`src/rtl/mips_pkg.sv`:
```
`default_nettype none
// ============================================================================
// Module      : mips_pkg
// Description : Shared MIPS core types, constants and instruction field
//               positions.
// Revision    : 1.0 - initial release
// ============================================================================
package mips_pkg;

    localparam int XLEN = 32;

    typedef logic [XLEN-1:0] instr_t;

    localparam instr_t NOP = '0;

    localparam int RS_HI = 25;
    localparam int RS_LO = 21;
    localparam int RT_HI = 20;
    localparam int RT_LO = 16;
    localparam int RD_HI = 15;
    localparam int RD_LO = 11;

    // Fetch addresses are always word-aligned; low two bits are discarded.
    function automatic logic [XLEN-1:0] align_word(input logic [XLEN-1:0] a);
        return a & ~{{(XLEN-2){1'b0}}, 2'b11};
    endfunction

endpackage
`default_nettype wire

```
`src/rtl/if_id_reg.sv`:
```
`default_nettype none
// ============================================================================
// Module      : if_id_reg
// Description : IF/ID pipeline register with hold, flush and load controls,
//               a valid bit and asynchronous active-low reset.
// Revision    : 1.0 - initial release
// ============================================================================
module if_id_reg
    import mips_pkg::*;
(
    input  logic            clk,
    input  logic            rst_n,
    input  logic            i_hold,
    input  logic            i_flush,
    input  logic            i_load,
    input  instr_t          i_instr,
    input  logic [XLEN-1:0] i_pc4,
    output instr_t          o_instr,
    output logic [XLEN-1:0] o_pc4,
    output logic            o_valid
);

    instr_t          r_instr;
    logic [XLEN-1:0] r_pc4;
    logic            r_valid;

    // Hold dominates flush, which dominates load.
    always_ff @(posedge clk or negedge rst_n) begin
        if (!rst_n) begin
            r_instr <= NOP;
            r_pc4   <= '0;
            r_valid <= 1'b0;
        end else if (i_hold) begin
            r_instr <= r_instr;
            r_pc4   <= r_pc4;
            r_valid <= r_valid;
        end else if (i_flush) begin
            r_instr <= NOP;
            r_pc4   <= '0;
            r_valid <= 1'b0;
        end else if (i_load) begin
            r_instr <= i_instr;
            r_pc4   <= i_pc4;
            r_valid <= 1'b1;
        end
    end

    assign o_instr = r_instr;
    assign o_pc4   = r_pc4;
    assign o_valid = r_valid;

endmodule
`default_nettype wire

```
`src/rtl/instr_fetch.sv`:
```
`default_nettype none
// ============================================================================
// Module      : instr_fetch
// Description : MIPS instruction-fetch stage: PC, redirect mux, IF/ID register
//               and retired-fetch counter. Macro BRANCH_DELAY_SLOT_EN keeps
//               the instruction after a redirect (delay slot) instead of
//               flushing it.
// Revision    : 1.0 - initial release
// ============================================================================
module instr_fetch
    import mips_pkg::*;
#(
    parameter logic [31:0] RESET_PC = 32'h0000_0000
)(
    input  logic        clk,
    input  logic        rst_n,
    output logic [31:0] imem_addr,
    input  logic [31:0] imem_rdata,
    input  logic        stall,
    input  logic        branch_taken,
    input  logic [31:0] branch_target,
    input  logic        jump,
    input  logic [31:0] jump_target,
    output logic [31:0] if_id_instr,
    output logic [31:0] if_id_pc4,
    output logic        if_id_valid,
    output logic [4:0]  rs,
    output logic [4:0]  rt,
    output logic [4:0]  rd,
    output logic [31:0] fetch_count
);

    logic [XLEN-1:0] r_pc;
    logic [XLEN-1:0] r_fetch_count;
    logic [XLEN-1:0] w_pc4;
    logic [XLEN-1:0] w_target;
    logic            w_redirect;
    logic            w_flush;
    logic            w_load;

    assign w_pc4      = r_pc + 32'd4;
    assign w_redirect = (jump | branch_taken) & ~stall;
    assign w_target   = align_word(jump ? jump_target : branch_target);

`ifdef BRANCH_DELAY_SLOT_EN
    assign w_flush = 1'b0;
    assign w_load  = ~stall;
`else
    assign w_flush = w_redirect;
    assign w_load  = ~stall & ~w_redirect;
`endif

    always_ff @(posedge clk or negedge rst_n) begin
        if (!rst_n) begin
            r_pc          <= RESET_PC;
            r_fetch_count <= '0;
        end else begin
            if (!stall) begin
                r_pc <= w_redirect ? w_target : w_pc4;
            end
            if (w_load) begin
                r_fetch_count <= r_fetch_count + 32'd1;
            end
        end
    end

    if_id_reg u_if_id_reg (
        .clk     (clk),
        .rst_n   (rst_n),
        .i_hold  (stall),
        .i_flush (w_flush),
        .i_load  (w_load),
        .i_instr (imem_rdata),
        .i_pc4   (w_pc4),
        .o_instr (if_id_instr),
        .o_pc4   (if_id_pc4),
        .o_valid (if_id_valid)
    );

    assign imem_addr   = r_pc;
    assign fetch_count = r_fetch_count;
    assign rs          = if_id_instr[RS_HI:RS_LO];
    assign rt          = if_id_instr[RT_HI:RT_LO];
    assign rd          = if_id_instr[RD_HI:RD_LO];

endmodule
`default_nettype wire

```
`config.mk`:
```
export PLATFORM = sky130hd
export DESIGN_NAME = instr_fetch
export DESIGN_NICKNAME = d
export VERILOG_FILES = /design/src/rtl/mips_pkg.sv /design/src/rtl/if_id_reg.sv /design/src/rtl/instr_fetch.sv
export SDC_FILE = /design/constraint.sdc
export NUM_CORES = 1
export LEC_CHECK = 0
export CAP_MARGIN = 15
export CORE_ASPECT_RATIO = 0.75
export CORE_MARGIN = 2
export CORE_UTILIZATION = 50
export CTS_BUF_LIST = sky130_fd_sc_hd__clkbuf_2
export DETAILED_ROUTE_END_ITERATION = 12
export PLACE_DENSITY = 0.92
export RECOVER_POWER = 100
export SYNTH_ARGS = -nofsm -noshare
export SYNTH_HDL_FRONTEND = slang
export SYNTH_SLANG_ARGS = --single-unit
```
`constraint.sdc`:
```
create_clock -name clk -period 4.51 [get_ports clk]
set_clock_uncertainty 0.15 [all_clocks]
set_input_delay 0.902 -clock clk [delete_from_list [all_inputs] [get_ports clk]]
set_output_delay 0.902 -clock clk [all_outputs]
set_load 0.01 [all_outputs]
```
=== Word-level counts from Yosys, hierarchy flattened ===
Index checks and enable logic that the tools add are counted.

* Bits of input ports: 101
* Word-level logic and storage cells: 22
* Output and inout bits: 144
* Bits in registers: 129

* Bitwise gates (word level): 5
* Muxes and demuxes: 8
* Reductions and logical operators: 2
* Add/sub/neg operators: 2

{| class="wikitable"
|+ Operators by type and width
! kind !! count
|-
| $mux W32 || 6
|-
| $add A32 B1 Y32 const B || 1
|-
| $add A32 B3 Y32 const B || 1
|-
| $and A1 B1 Y1 || 2
|-
| $mux W1 || 2
|-
| $not A1 Y1 || 2
|-
| $reduce_and A2 Y1 || 1
|-
| $reduce_bool A2 Y1 || 1
|-
| $or A1 B1 Y1 || 1
|}

=== Logic depth before layout (Yosys ltp) ===
* Depth after elaboration: 6
* Depth in mapped cells: 7
* Mapped depth without buffers: 5

=== Modules after synthesis ===
From an unflattened synthesis, not the netlist that was laid out.

* Cell total of the unflattened synthesis: 855
* Area total of the unflattened synthesis: 8150.3 um^2

{| class="wikitable"
|+ Modules (own cells, without submodules)
! module !! instances !! seq. area each (um^2) !! area an instance (um^2) !! cells each
|-
| instr_fetch || 1 || 1551.5 || 4383.0 || 496
|-
| if_id_reg || 1 || 1626.6 || 3767.4 || 359
|}

=== Least setup slack after synthesis ===
OpenSTA, ideal clock, no wires.

* Path kind: input to register
* From: input port stall
* To: register r_fetch_count[27] (netlist: fetch_count[27])
* Arrival: 2.213 ns
* Path slack: 2.021 ns
* Buffers on the path: 3
* Data required time: 4.234 ns
* Stages on the path: 7
* Cell sequence: clkbuf_1 -> nor4b_1 -> and4_1 -> clkbuf_1 -> buf_2 -> nand4_1 -> xnor2_1

* Word-level cells in the longest chain between the ends: 4

{| class="wikitable"
|+ RTL lines
! what !! RTL line !! source
|-
| from (decl) || instr_fetch.sv:19 || <nowiki>input logic stall,</nowiki>
|-
| $not A1 Y1 (no source line) (*) || - ||
|-
| $and A1 B1 Y1 || instr_fetch.sv:42 || <nowiki>assign w_redirect = (jump | branch_taken) & ~stall;</nowiki>
|-
| $not A1 Y1 || instr_fetch.sv:50 || <nowiki>assign w_load = ~stall & ~w_redirect;</nowiki>
|-
| $and A1 B1 Y1 (*) || instr_fetch.sv:50 ||
|-
| to (signal assigned) || instr_fetch.sv:62 || <nowiki>r_fetch_count <= r_fetch_count + 32'd1;</nowiki>
|-
| to (decl) || instr_fetch.sv:34 || <nowiki>logic [XLEN-1:0] r_fetch_count;</nowiki>
|}

Mark *: on every way between the ends. The rest lies on a longest branch, timed or not.
A chain may end at the register's enable or synchronous reset.

=== Worst setup path in the final report ===
* From: input port stall
* To: register r_pc[22] (netlist: imem_addr[22])

* Word-level cells in the longest chain between the ends: 3

{| class="wikitable"
|+ RTL lines
! what !! RTL line !! source
|-
| $not A1 Y1 (no source line) || - ||
|-
| $and A1 B1 Y1 || instr_fetch.sv:42 ||
|-
| $mux W32 || instr_fetch.sv:59 || <nowiki>r_pc <= w_redirect ? w_target : w_pc4;</nowiki>
|-
| to (signal assigned) || instr_fetch.sv:59 ||
|-
| to (decl) || instr_fetch.sv:33 || <nowiki>logic [XLEN-1:0] r_pc;</nowiki>
|}

Parallel ways exist; a longest one is shown, timed or not.

==> impl_metrics.tcl <==
set metrics [dict create \
    die_width_um 138 \
    viasPerCell 6.02 \
    ys_seq_area_share_pct 46.7 \
    routed_wirelength_um 21100 \
    rsz0062_at_grt "false" \
    tightest_slew_ns 2.44 \
    multiInputGateArea_mm2 0.00317 \
    grt_pass1_wl_um 33200 \
    antenna_found_initial 1 \
    clkSlewWorstSetupHoldPaths_ns 0.23 \
    cts_made_buffers 17 \
    setup_violations 0 \
    initial_core_util_pct 51.4 \
    power.leakage_nw 4.05 \
    min_period_ns 3.47 \
    tns_ns 0 \
    num_rows 36 \
    hp-class "reg2reg" \
    htreeDepth 4 \
    place_congestion 0.924 \
    slew_violations 128 \
    end_kind "register" \
    arrival_ns 3.91 \
    reg2reg_depth 4 \
    max_freq_ghz 0.289 \
    slowest_delay_ns 1.07 \
    clock_path_buffers 2 \
    critPathBufInv 2 \
    cp_cell_sequence "clkbuf_2 > inv_1 > and3_1 > nor4b_1 > a211oi_1" \
    pin_count 245 \
    grt.overflow.total 0 \
    hpwlAfterDp_um 15100 \
    grt_max_degree 82 \
    yosysWarningCount 0 \
    cp_max_fo 81 \
    required_ns 4.96 \
    vias 6701 \
    finalCritPeriodShare_pct 76.9 \
    reg2reg_to "imem_addr[31]$_DFFE_PN0N_" \
    grt.total_usage_pct 29.6 \
    drc 0 \
    synth_seq_cells 125 \
    synth-edff-count 0 \
    ant_nets 0 \
    cts_tree "done" \
    drv_cap 2 \
    wire_per_inst_um 19.0 \
    critical_path_class "in2reg" \
    core_area_mm2 0.0130 \
    drive_gt1_share_pct 5.74 \
    ys.flop_type "dfrtp_1" \
    r2r_setup_slack_ns 1.85 \
    peakVddDrop_mv 0.209 \
    path_delay_family "buffers and inverters" \
    crit_path_top_delay_cell "clkbuf_2" \
    crit_path_start_kind "input port" \
    syn_area_mm2 0.00670 \
    synth.distinct_cells 61 \
    r2r-start "imem_addr[2]$_DFFE_PN0N_" \
    hold_viol 0 \
    cts_resized 0 \
    final_nets 1031 \
    violations "capacitance limit, slew limit" \
    port-buffer-count 236 \
    cp_num_cells 5 \
    cts_sinks 125 \
    crit_path_start "stall" \
    fill_cells 1001 \
    run_status "complete, but fails checks" \
    postSynth.asyncResetShare_pct 100 \
    seqCellArea_mm2 0.00313 \
    relSlewSlack_pct -62.9 \
    syn_area_per_cell_um2 9.14 \
    dieArea_mm2 0.0143 \
    netlist_instances 733 \
    clockRootBuffer "clkbuf_2" \
    final_util_pct 71.0 \
    drtIter0Drc 705 \
    fp.dieH_um 104 \
    power.density_mw_per_mm2 295 \
    clock_latency_ns 0.68 \
    critPathCapture "imem_addr[22]$_DFFE_PN0N_" \
    grt_pass1_vias 6357 \
    syn_to_final_growth_pct 38.1 \
    firstDrtPassIters 5 \
]
[what timing repair did]
action | 4_1_cts | 5_1_grt
hold endpoints to repair | 43 | 0
buffers inserted | 0 | 0
hold buffers | 1 | 0
[synth_stat cells (all sizes together) (7+ instances only)]
cell	count	area, um^2
inv	9	33.8
nor4	12	87.6
a211oi	7	52.6
nand2	118	443
clkbuf	42	159
a22o	12	105
and3	21	131
mux2i	7	70.1
o21ai	49	245
nor3	24	120
xnor2	36	315
o211ai	7	52.6
a21oi	18	90.1
and4	8	70.1
nand3	43	220
buf	36	221
nand4	35	219
a221o	7	70.1
nor2	22	82.6
o22a	9	78.8
a22oi	9	67.6
o2111ai	7	61.3
dfrtp	125	3130
[worst register-to-register path, stage by stage, from the launching register on]
cell	delay (ns)
dfrtp_1	0.53
nand3_1	0.50
nor4_1	0.86
and3_1	0.36
o2111ai_1	0.14
[worst min path at each step]
stage / startpoint / endpoint / slack, ns / depth (start not counted)
after floorplan: fetch_count[31]$_DFFE_PN0P_ / fetch_count[31]$_DFFE_PN0P_ / 0.36 / 1
after global placement: u_if_id_reg.o_valid$_DFFE_PN0P_ / u_if_id_reg.o_valid$_DFFE_PN0P_ / 0.31 / 1
after detailed placement: u_if_id_reg.o_valid$_DFFE_PN0P_ / u_if_id_reg.o_valid$_DFFE_PN0P_ / 0.32 / 1
after CTS: fetch_count[31]$_DFFE_PN0P_ / fetch_count[31]$_DFFE_PN0P_ / 0.35 / 1
after global routing: fetch_count[31]$_DFFE_PN0P_ / fetch_count[31]$_DFFE_PN0P_ / 0.36 / 1
final: fetch_count[31]$_DFFE_PN0P_ / fetch_count[31]$_DFFE_PN0P_ / 0.34 / 1
[cells by family (layout without fill, tap and decap cells)]
family                   count (synthesis)  count (layout)  share of synthesized area [%]
flip-flops                             125             125                           46.7
AO/OA/AOI/OAI                          163             163                           17.0
XOR/XNOR                                42              42                           5.49
other                                    1               5                         0.0560
adder cells (fa/ha/maj)                  2               2                          0.374
AND/OR/NAND/NOR                        303             303                           22.6
multiplexers                            10              10                           1.55
buffers and inverters                   87             292                           6.18
[cell type report]
class,instances,share of cell area [%]
Antenna cell,1,0.0271
Sequential cell,125,33.8
Clock inverter,15,1.73
Clock buffer,17,0.920
Inverter,9,0.365
Timing Repair Buffer,251,26.5
Multi-Input combinational cell,524,34.3
Tap cell,171,2.31
[per-stage QoR]
step | hold slack, ns | setup WS, ns | cell area [um^2] | instances | total power, mW
after global placement | 0.312 | 1.20 | 9010 | 1078 | 2.03
after detailed placement | 0.318 | 1.13 | 9010 | 1078 | 2.05
after floorplan | 0.358 | 2.02 | 6710 | 736 | 1.64
after CTS | 0.348 | 1.45 | 9260 | 1111 | 2.77
after global routing | 0.359 | 0.787 | 9250 | 1113 | 2.86
final | 0.341 | 1.04 | 9250 | 1113 | 2.72
[cells in the final DEF, fill, tap and decap left out, types with 10 or more instances in the layout]
cell	n
dlygate4sd3_1	143
dfrtp_1	125
nand2_1	118
clkdlybuf4s50_1	92
o21ai_0	49
nand3_1	42
xnor2_1	36
nand4_1	35
nor3_1	24
and3_1	21
nor2_1	21
clkbuf_2	19
a21oi_1	18
a22o_1	12
nor4_1	10
[layer usage]
layer | wire length [um] | vias to the layer above | part of all wire (%) | global-route usage [%]
met5 | 0 | - | 0 | 0
met4 | 642 | 0 | 3.0 | 10.4
met3 | 2330 | 46 | 11 | 8.43
met2 | 9510 | 421 | 45 | 45.4
met1 | 8650 | 3169 | 41 | 40.1
li1 | - | 3065 | - | -
[flip-flops by register name, indices dropped and copies added (netlist names)]
register	count
u_if_id_reg.o_instr	32
u_if_id_reg.o_pc4	30
u_if_id_reg.o_valid	1
fetch_count	32
imem_addr	30
[report_power, final]
part / switching, mW / internal (mW) / total [mW] / leakage [nW]
Sequential: 0.135 / 1.22 / 1.35 / 1.64
Clock: 0.473 / 0.260 / 0.733 / 0.136
Combinational: 0.309 / 0.328 / 0.637 / 2.27
Total: 0.917 / 1.81 / 2.72 / 4.05
Power figures use the tool's default switching activity.
